## src/rtl/core_bus_arb_pkg.sv

```systemverilog
// rtl/core_bus_arb_pkg.sv - shared types and arbitration pick for the core memory-port arbiter
package core_bus_arb_pkg;

  // Transaction phase of the single memory-port slot.
  typedef enum logic [1:0] {
    ST_IDLE = 2'd0,
    ST_REQ  = 2'd1,
    ST_RSP  = 2'd2
  } state_e;

  // Which requester owns the in-flight transaction.
  typedef enum logic {
    OWN_IF = 1'b0,
    OWN_D  = 1'b1
  } owner_e;

  // Fetches go out as plain word reads (read_type LW).
  localparam logic [2:0] TYPE_FETCH = 3'b010;

  // Data is the older instruction and normally wins; fetch wins only once it
  // has been passed over the maximum number of times while waiting.
  function automatic owner_e arb_pick(input logic if_req,
                                      input logic d_req,
                                      input logic starved);
    if (d_req && !(starved && if_req)) begin
      return OWN_D;
    end
    return OWN_IF;
  endfunction

endpackage

```

## src/rtl/core_bus_arb.sv

```systemverilog
// rtl/core_bus_arb.sv - shares one memory port between instruction fetch and data access
module core_bus_arb
  import core_bus_arb_pkg::*;
#(
  parameter int ADDR_W     = 64,
  parameter int DATA_W     = 64,
  parameter int INSTR_W    = 32,
  parameter int STARVE_LIM = 4
) (
  input  logic               clk,
  input  logic               rst_n,
  input  logic               if_req_i,
  input  logic [ADDR_W-1:0]  if_addr_i,
  input  logic               if_flush_i,
  output logic               if_gnt_o,
  output logic               if_rvalid_o,
  output logic [INSTR_W-1:0] if_rdata_o,
  input  logic               d_req_i,
  input  logic               d_we_i,
  input  logic [2:0]         d_type_i,
  input  logic [ADDR_W-1:0]  d_addr_i,
  input  logic [DATA_W-1:0]  d_wdata_i,
  output logic               d_gnt_o,
  output logic               d_rvalid_o,
  output logic [DATA_W-1:0]  d_rdata_o,
  output logic               bus_req_o,
  output logic               bus_we_o,
  output logic [2:0]         bus_type_o,
  output logic [ADDR_W-1:0]  bus_addr_o,
  output logic [DATA_W-1:0]  bus_wdata_o,
  input  logic               bus_gnt_i,
  input  logic               bus_rvalid_i,
  input  logic [DATA_W-1:0]  bus_rdata_i,
  output logic               stall_o
);

  localparam int CNT_W = $clog2(STARVE_LIM + 1);

  state_e           state;
  owner_e           owner;
  logic             drop;
  logic [CNT_W-1:0] starve_cnt;

  logic   rsp_fire;
  logic   arb_en;
  logic   any_req;
  logic   starved;
  logic   flush_hit;
  logic   drop_now;
  owner_e win;

  // A response only counts once the bus has accepted the command.
  assign rsp_fire  = bus_rvalid_i && (state == ST_RSP);
  // The slot frees up in IDLE or in the very cycle the response lands.
  assign arb_en    = (state == ST_IDLE) || rsp_fire;
  assign any_req   = if_req_i || d_req_i;
  assign starved   = (starve_cnt == CNT_W'(STARVE_LIM));
  assign win       = arb_pick(if_req_i, d_req_i, starved);

  // A redirect kills an in-flight fetch; a redirect in the response cycle
  // itself already makes that response stale.
  assign flush_hit = if_flush_i && (owner == OWN_IF) && (state != ST_IDLE);
  assign drop_now  = drop || flush_hit;

  assign if_gnt_o    = arb_en && any_req && (win == OWN_IF);
  assign d_gnt_o     = arb_en && any_req && (win == OWN_D);
  assign if_rvalid_o = rsp_fire && (owner == OWN_IF) && !drop_now;
  assign d_rvalid_o  = rsp_fire && (owner == OWN_D);
  assign if_rdata_o  = bus_rdata_i[INSTR_W-1:0];
  assign d_rdata_o   = bus_rdata_i;

  // Hold the pipeline while any requester has not yet seen its data.
  assign stall_o = (d_req_i && !d_rvalid_o) || (if_req_i && !if_rvalid_o);

  // Transaction FSM: latch the winner's command, hold bus_req until accepted, await the response.
  always_ff @(posedge clk or negedge rst_n) begin
    if (!rst_n) begin
      state       <= ST_IDLE;
      owner       <= OWN_IF;
      drop        <= 1'b0;
      starve_cnt  <= '0;
      bus_req_o   <= 1'b0;
      bus_we_o    <= 1'b0;
      bus_type_o  <= '0;
      bus_addr_o  <= '0;
      bus_wdata_o <= '0;
    end else begin
      if (arb_en && any_req) begin
        state     <= ST_REQ;
        bus_req_o <= 1'b1;
        owner     <= win;
        drop      <= 1'b0;
        if (win == OWN_D) begin
          bus_we_o    <= d_we_i;
          bus_type_o  <= d_type_i;
          bus_addr_o  <= d_addr_i;
          bus_wdata_o <= d_wdata_i;
          if (if_req_i && !starved) begin
            starve_cnt <= starve_cnt + CNT_W'(1);
          end
        end else begin
          bus_we_o    <= 1'b0;
          bus_type_o  <= TYPE_FETCH;
          bus_addr_o  <= if_addr_i;
          bus_wdata_o <= '0;
          starve_cnt  <= '0;
        end
      end else if (rsp_fire) begin
        state <= ST_IDLE;
        drop  <= 1'b0;
      end else begin
        if ((state == ST_REQ) && bus_gnt_i) begin
          state     <= ST_RSP;
          bus_req_o <= 1'b0;
        end
        if (flush_hit) begin
          drop <= 1'b1;
        end
      end
    end
  end

endmodule

```

## config.mk

```make
export PLATFORM = sky130hd
export DESIGN_NAME = core_bus_arb
export DESIGN_NICKNAME = d
export VERILOG_FILES = /design/src/rtl/core_bus_arb_pkg.sv /design/src/rtl/core_bus_arb.sv
export SDC_FILE = /design/constraint.sdc
export NUM_CORES = 1
export LEC_CHECK = 0
export CAP_MARGIN = 30
export CORE_AREA = 2 2 192 194
export DETAILED_ROUTE_END_ITERATION = 7
export DIE_AREA = 0 0 194 196
export PLACE_DENSITY = 0.53
export SLEW_MARGIN = 20
export SYNTH_ARGS = -nofsm -noshare
export SYNTH_HDL_FRONTEND = slang
export SYNTH_SLANG_ARGS = --single-unit
```

## constraint.sdc

```tcl
create_clock -name clk -period 1.73 [get_ports clk]
set_input_delay 0.346 -clock clk [delete_from_list [all_inputs] [get_ports clk]]
set_output_delay 0.346 -clock clk [all_outputs]
set_load 0.01 [all_outputs]
```

### After elaboration in Yosys (flattened, before gate mapping)

Index checks and enable logic that the tools add are counted.

* input port bits: 267
* register bits: 140
* logic and storage cells: 66
* output and inout bits: 234

* $add $sub $neg: 1
* reductions and logical operators: 31
* mux-type cells: 18
* bitwise logic cells: 2
* equal/unequal tests: 5

Operator list (count)
* $mux 64: 2
* $logic_and 1x1->1: 15
* $mux 1: 10
* $mux 3: 3
* $mux 2: 3
* $reduce_bool 3->1: 2
* $logic_not 1->1: 5
* $logic_or 1x1->1: 4
* $ne 2x1->1 const B: 2
* $reduce_and 2->1: 2
* $reduce_bool 2->1: 2
* $add 3x1->3 const B: 1
* $eq 3x3->1 const B: 1
* $eq 2x1->1 const B: 1
* $eq 2x2->1 const B: 1
* $logic_not 2->1: 1
* $not 1->1: 2

### Logic depth before layout (Yosys ltp)

* word-level depth: 9
* mapped depth: 9
* mapped depth without buffers: 6

### Least setup slack after synthesis

No wires, ideal clock.

* path type: register -> output
* start: register state[0]
* end: output port stall_o
* stages on the path, launching flop included: 4
* required time: 1.384 ns
* buffers on the path: 0
* setup slack: -0.248 ns
* arrival: 1.632 ns
* cell sequence: dfrtp_1 or2_2 a2111oi_1 a21oi_1

* word-level cells in the longest chain between the ends: 8
* elaborated cells between the ends (all ways): 14
* classes of those cells: eq/ne (1); reduce/logical (13)

Ends and longest elaborated chain
* start, declared: RTL line core_bus_arb.sv:39 `state_e state;`
* start signal, assigned: RTL line core_bus_arb.sv:78 `state <= ST_IDLE;`
* start signal, assigned: RTL line core_bus_arb.sv:89 `state <= ST_REQ;`
* start signal, assigned: RTL line core_bus_arb.sv:109 `state <= ST_IDLE;`
* $reduce_bool 2->1: RTL line core_bus_arb.sv:62 `assign flush_hit = if_flush_i && (owner == OWN_IF) && (state != ST_IDLE);`
* $logic_and 1x1->1: RTL line core_bus_arb.sv:62
* $logic_or 1x1->1: RTL line core_bus_arb.sv:63 `assign drop_now = drop || flush_hit;`
* $logic_not 1->1: RTL line core_bus_arb.sv:67 `assign if_rvalid_o = rsp_fire && (owner == OWN_IF) && !drop_now;`
* $logic_and 1x1->1 *: RTL line core_bus_arb.sv:67
* named net if_rvalid_o: RTL line core_bus_arb.sv:16 `output logic if_rvalid_o,`
* $logic_not 1->1 *: RTL line core_bus_arb.sv:73 `assign stall_o = (d_req_i && !d_rvalid_o) || (if_req_i && !if_rvalid_o);`
* $logic_and 1x1->1 *: RTL line core_bus_arb.sv:73
* $logic_or 1x1->1 *: RTL line core_bus_arb.sv:73
* end, declared: RTL line core_bus_arb.sv:34 `output logic stall_o`

Mark *: on every way through the listed nets, which the timed path passes. The rest lies on a longest branch.

### Worst setup path after layout

* start: register state[1]
* end: register bus_addr_o[26]

* word-level cells in the longest chain between the ends: 4
* elaborated cells between the ends (all ways): 5
* classes of those cells: eq/ne (1); reduce/logical (4)

Ends and longest elaborated chain
* $eq 2x2->1: RTL line core_bus_arb.sv:53 `assign rsp_fire = bus_rvalid_i && (state == ST_RSP);`
* $logic_and 1x1->1: RTL line core_bus_arb.sv:53
* $logic_or 1x1->1 *: RTL line core_bus_arb.sv:55 `assign arb_en = (state == ST_IDLE) || rsp_fire;`
* $logic_and 1x1->1 *: RTL line core_bus_arb.sv:88 `if (arb_en && any_req) begin`
* end signal, assigned: RTL line core_bus_arb.sv:96 `bus_addr_o <= d_addr_i;`
* end signal, assigned: RTL line core_bus_arb.sv:104 `bus_addr_o <= if_addr_i;`
* end, declared: RTL line core_bus_arb.sv:29 `output logic [ADDR_W-1:0] bus_addr_o,`

Every way passes the cells marked *; elsewhere a longest branch is shown, timed or not.
A chain may end at the register's enable or synchronous reset.

==> impl_results.md <==
- Relative slew slack: between 40% and 50%
- Power density over the cells: around 1600 nW/um2
- Site row count: 70
- Max-cap violations: 0
- Crit Path Max Fanout: 6
- All-Layer GR Usage: between 10% and 20%
- Congestion Overflow GR: 0
- Yosys top cell area share: around 53%
- CTS clk-pin slew, worst paths: about 0.060 ns
- Slew @ Worst Pin: slightly below 0.9 ns
- # diodes: 0
- Largest area contributor in the netlist: dfrtp_1
- Die area: approximately 38000 um2
- Final critical-path share of the clock period: 121.8%
- Vias in the first global route: 6121
- Leak Pwr: between 5 and 6 nW
- Failing checks: setup timing
- Reg2reg end: bus_addr_o[26]$_DFFE_PN0P_
- Hold crit path type: in2async
- Syn Area/Cell: roughly 13 um2
- Final setup TNS: -33.23 ns
- Post-synthesis sequential area ratio: between 50% and 60%
- Path depth of the worst reg2reg path: 8
- WP data arrival: 2.41 ns
- CTS root buf: clkbuf_16
- Final hold vios: 0
- H-tree lvl count: 4
- Die height: about 200 um
- Status: finished, violations left
- Share of cells above drive strength 1: 15.42%
- Clk buf depth: 2
- CTS Buf Count: 17
- EDFF count, synth: 0
- Core ar.: 36080 um2
- CP Launch Type: flop
- Final Skew: between 0.008 and 0.009 ns
- Clk pwr share: 18.7%
- Combinational power share: 50.9%
- RSZ-0062 raised after global routing: true
- NetSw: 6.235 mW
- Critical path start-end classification: reg2reg
- Distinct cells, synth: 36
- Slowest CP cell: or3_4
- Register-to-register setup slack: -0.38 ns
- Area of the multi-input gates: 2142 um2
- Synth area leaders: dfrtp_1 53%, buf_4 11%, a221o_1 9.6%
- VDD IR max: between 700 and 800 uV
- R2R Path Start: state[1]$_DFFE_PN0P_
- Pint: approximately 13 mW
- Minimum clock period: ~2.1 ns
- Data required, critical path: between 2 and 2.5 ns
- Worst path cell trace: buf_6 -> nor2b_4 -> buf_6 -> or3_4 -> buf_12 -> buf_16 -> buf_12 -> a221o_1
- Cell count after synthesis: roughly 530
- Final Core Density: a little under a third
- Most common cell after layout, fill and taps aside: clkdlybuf4s50_1
- Synth Flop Type: dfrtp_1
- CP Buf/Inv Count: 5
- Sink Count: 140
- Vias per std cell: ~4.4
- Post-DP Area: 10000 um2
- DRT iter0 DRCs: ~210
- Fmax: roughly 470 MHz
- FF+latch count, synth: 140
- Crit path capture type: flop
- Final setup fails: approximately 140
- Max-slew violations: 0
- Kind of cell adding the most delay to the critical path: buffers and inverters
- Nets: around 1100
- Initial core utilization: 18.44%
- Die X: between 150 and 200 um
- Design area: 11530 um2
- IO buf count: 340
- Worst skew pair latency: around 0.43 ns
- Vias: 5685
- Syn Nets: 797
- ANT nets after route: 0
- GPL Wtd Cong: 0.7299
- Initial antenna violation count: 0
- Pre-CTS setup slack: -0.6650 ns
- Sequential share of power: roughly 31%
- Final WS setup: -0.3764 ns
- Largest stage delay on the critical path: approximately 0.44 ns
- Detail Placement HPWL: roughly 16 mm
- Ports: ~500
- CTS tree: yes
- Area growth syn-to-layout: 73.23%
- Largest net degree at the start of global routing: 65
- Fillers: about 3700
- Routed WL per cell: approximately 21 um
- First-pass GRT wire length: 40.03 mm
- DR DRC count: 0
- Most frequent cells in the layout: 265 x clkdlybuf4s50_1, 138 x dfrtp_1, 67 x a22o_1
- Drt first pass iters: 4
- WL final: 26.94 mm
- Sw Share: 32.93%
- Tot Pwr: ~19 mW
- Mapped Area: about 6700 um2
- Register area: 3506 um2
- Ys Warns: 0
- Async set-or-reset flop fraction in the synthesized netlist: 100.0%
-- registers in the layout, summed over array words and instances, names as in the netlist --
| register | flops |
|---|---|
| bus_addr_o | 64 |
| bus_we_o | 1 |
| state | 2 |
| bus_wdata_o | 64 |
| starve_cnt | 3 |
| owner | 1 |
| drop | 1 |
| bus_type_o | 3 |
| bus_req_o | 1 |
-- power by group through the flow --
stage / Sequential [mW] / Clock (mW) / Combinational [mW]
2_1_floorplan: 6.44 / 0 / 3.12
3_3_place_gp: 5.82 / 0 / 8.16
3_5_place_dp: 5.78 / 0 / 8.23
4_1_cts: 5.79 / 3.70 / 10.0
5_1_grt: 5.96 / 3.81 / 10.2
6_report: 5.77 / 3.53 / 9.63
-- synth_stat cells, types with 2 or more instances --
| cell type | instances |
|---|---|
| nand4b_1 | 2 |
| and2_1 | 2 |
| buf_6 | 16 |
| dfrtp_1 | 140 |
| ha_1 | 2 |
| buf_2 | 17 |
| clkbuf_1 | 16 |
| nand2_1 | 4 |
| inv_1 | 6 |
| buf_4 | 98 |
| o21ai_0 | 3 |
| a21oi_1 | 2 |
| a221o_1 | 64 |
| nor2_1 | 2 |
| and3_1 | 2 |
| nor4b_1 | 64 |
| nand3b_1 | 2 |
| a22o_1 | 67 |
| nand2b_1 | 2 |
-- how the worst max path moves through the flow --
| stage | start | end | slack (ns) | cells past startpoint |
|---|---|---|---|---|
| after floorplan | starve_cnt[0]$_DFFE_PN0P_ | d_gnt_o | 0.002 | 7 |
| after global placement | if_req_i | d_gnt_o | -0.66 | 5 |
| after detailed placement | if_req_i | d_gnt_o | -0.66 | 5 |
| after CTS | starve_cnt[0]$_DFFE_PN0P_ | d_gnt_o | -0.42 | 6 |
| after global routing | starve_cnt[0]$_DFFE_PN0P_ | d_gnt_o | -0.43 | 6 |
| final | state[1]$_DFFE_PN0P_ | bus_addr_o[26]$_DFFE_PN0P_ | -0.38 | 8 |
-- kinds of logic after synthesis --
family                   share of synthesized area, %
buffers and inverters                           16.34
AO/OA/AOI/OAI                                   19.76
flip-flops                                      52.64
AND/OR/NAND/NOR                                 10.74
adder cells (fa/ha/maj)                        0.3760
multiplexers                                   0.1504
-- area by class of cell --
class                   instances  area share (%)
inverters                       7          0.2496
repair buffers                419           40.99
well taps                     468           5.079
multi-input cells             234           18.58
flip-flops and latches        140           30.41
clock inverters                 8          0.8357
clock buffers                  22           3.853
-- stage by stage --
step / hold WS [ns] / instances
after CTS: 0.3830 / 1296
after global placement: 0.2729 / 1225
final: 0.4027 / 1298
after floorplan: 0.05041 / 528
after detailed placement: 0.2735 / 1225
after global routing: 0.3997 / 1298
-- worst register-to-register path, cell delays in order (launching register included) --
cell,delay [ns]
dfrtp_2,0.43
buf_6,0.12
nor2b_4,0.13
buf_6,0.12
or3_4,0.44
buf_12,0.18
buf_16,0.15
buf_12,0.13
a221o_1,0.29
-- routing by layer --
layer	track usage, %	part of all wire, %
met5	0	0
met1	16.20	40
met2	24.27	49
met3	4.934	8.0
met4	5.163	2.7
-- timing repair --
item	CTS	global route
endpoints found under the setup margin	159	185
endpoints found under the hold margin	22	0
hold buffers	1	0
setup buffers	21	7
pin swaps	14	18
gates resized for setup	108	47
cloned	19	0
Note: power is estimated with default switching activity, not from simulation.
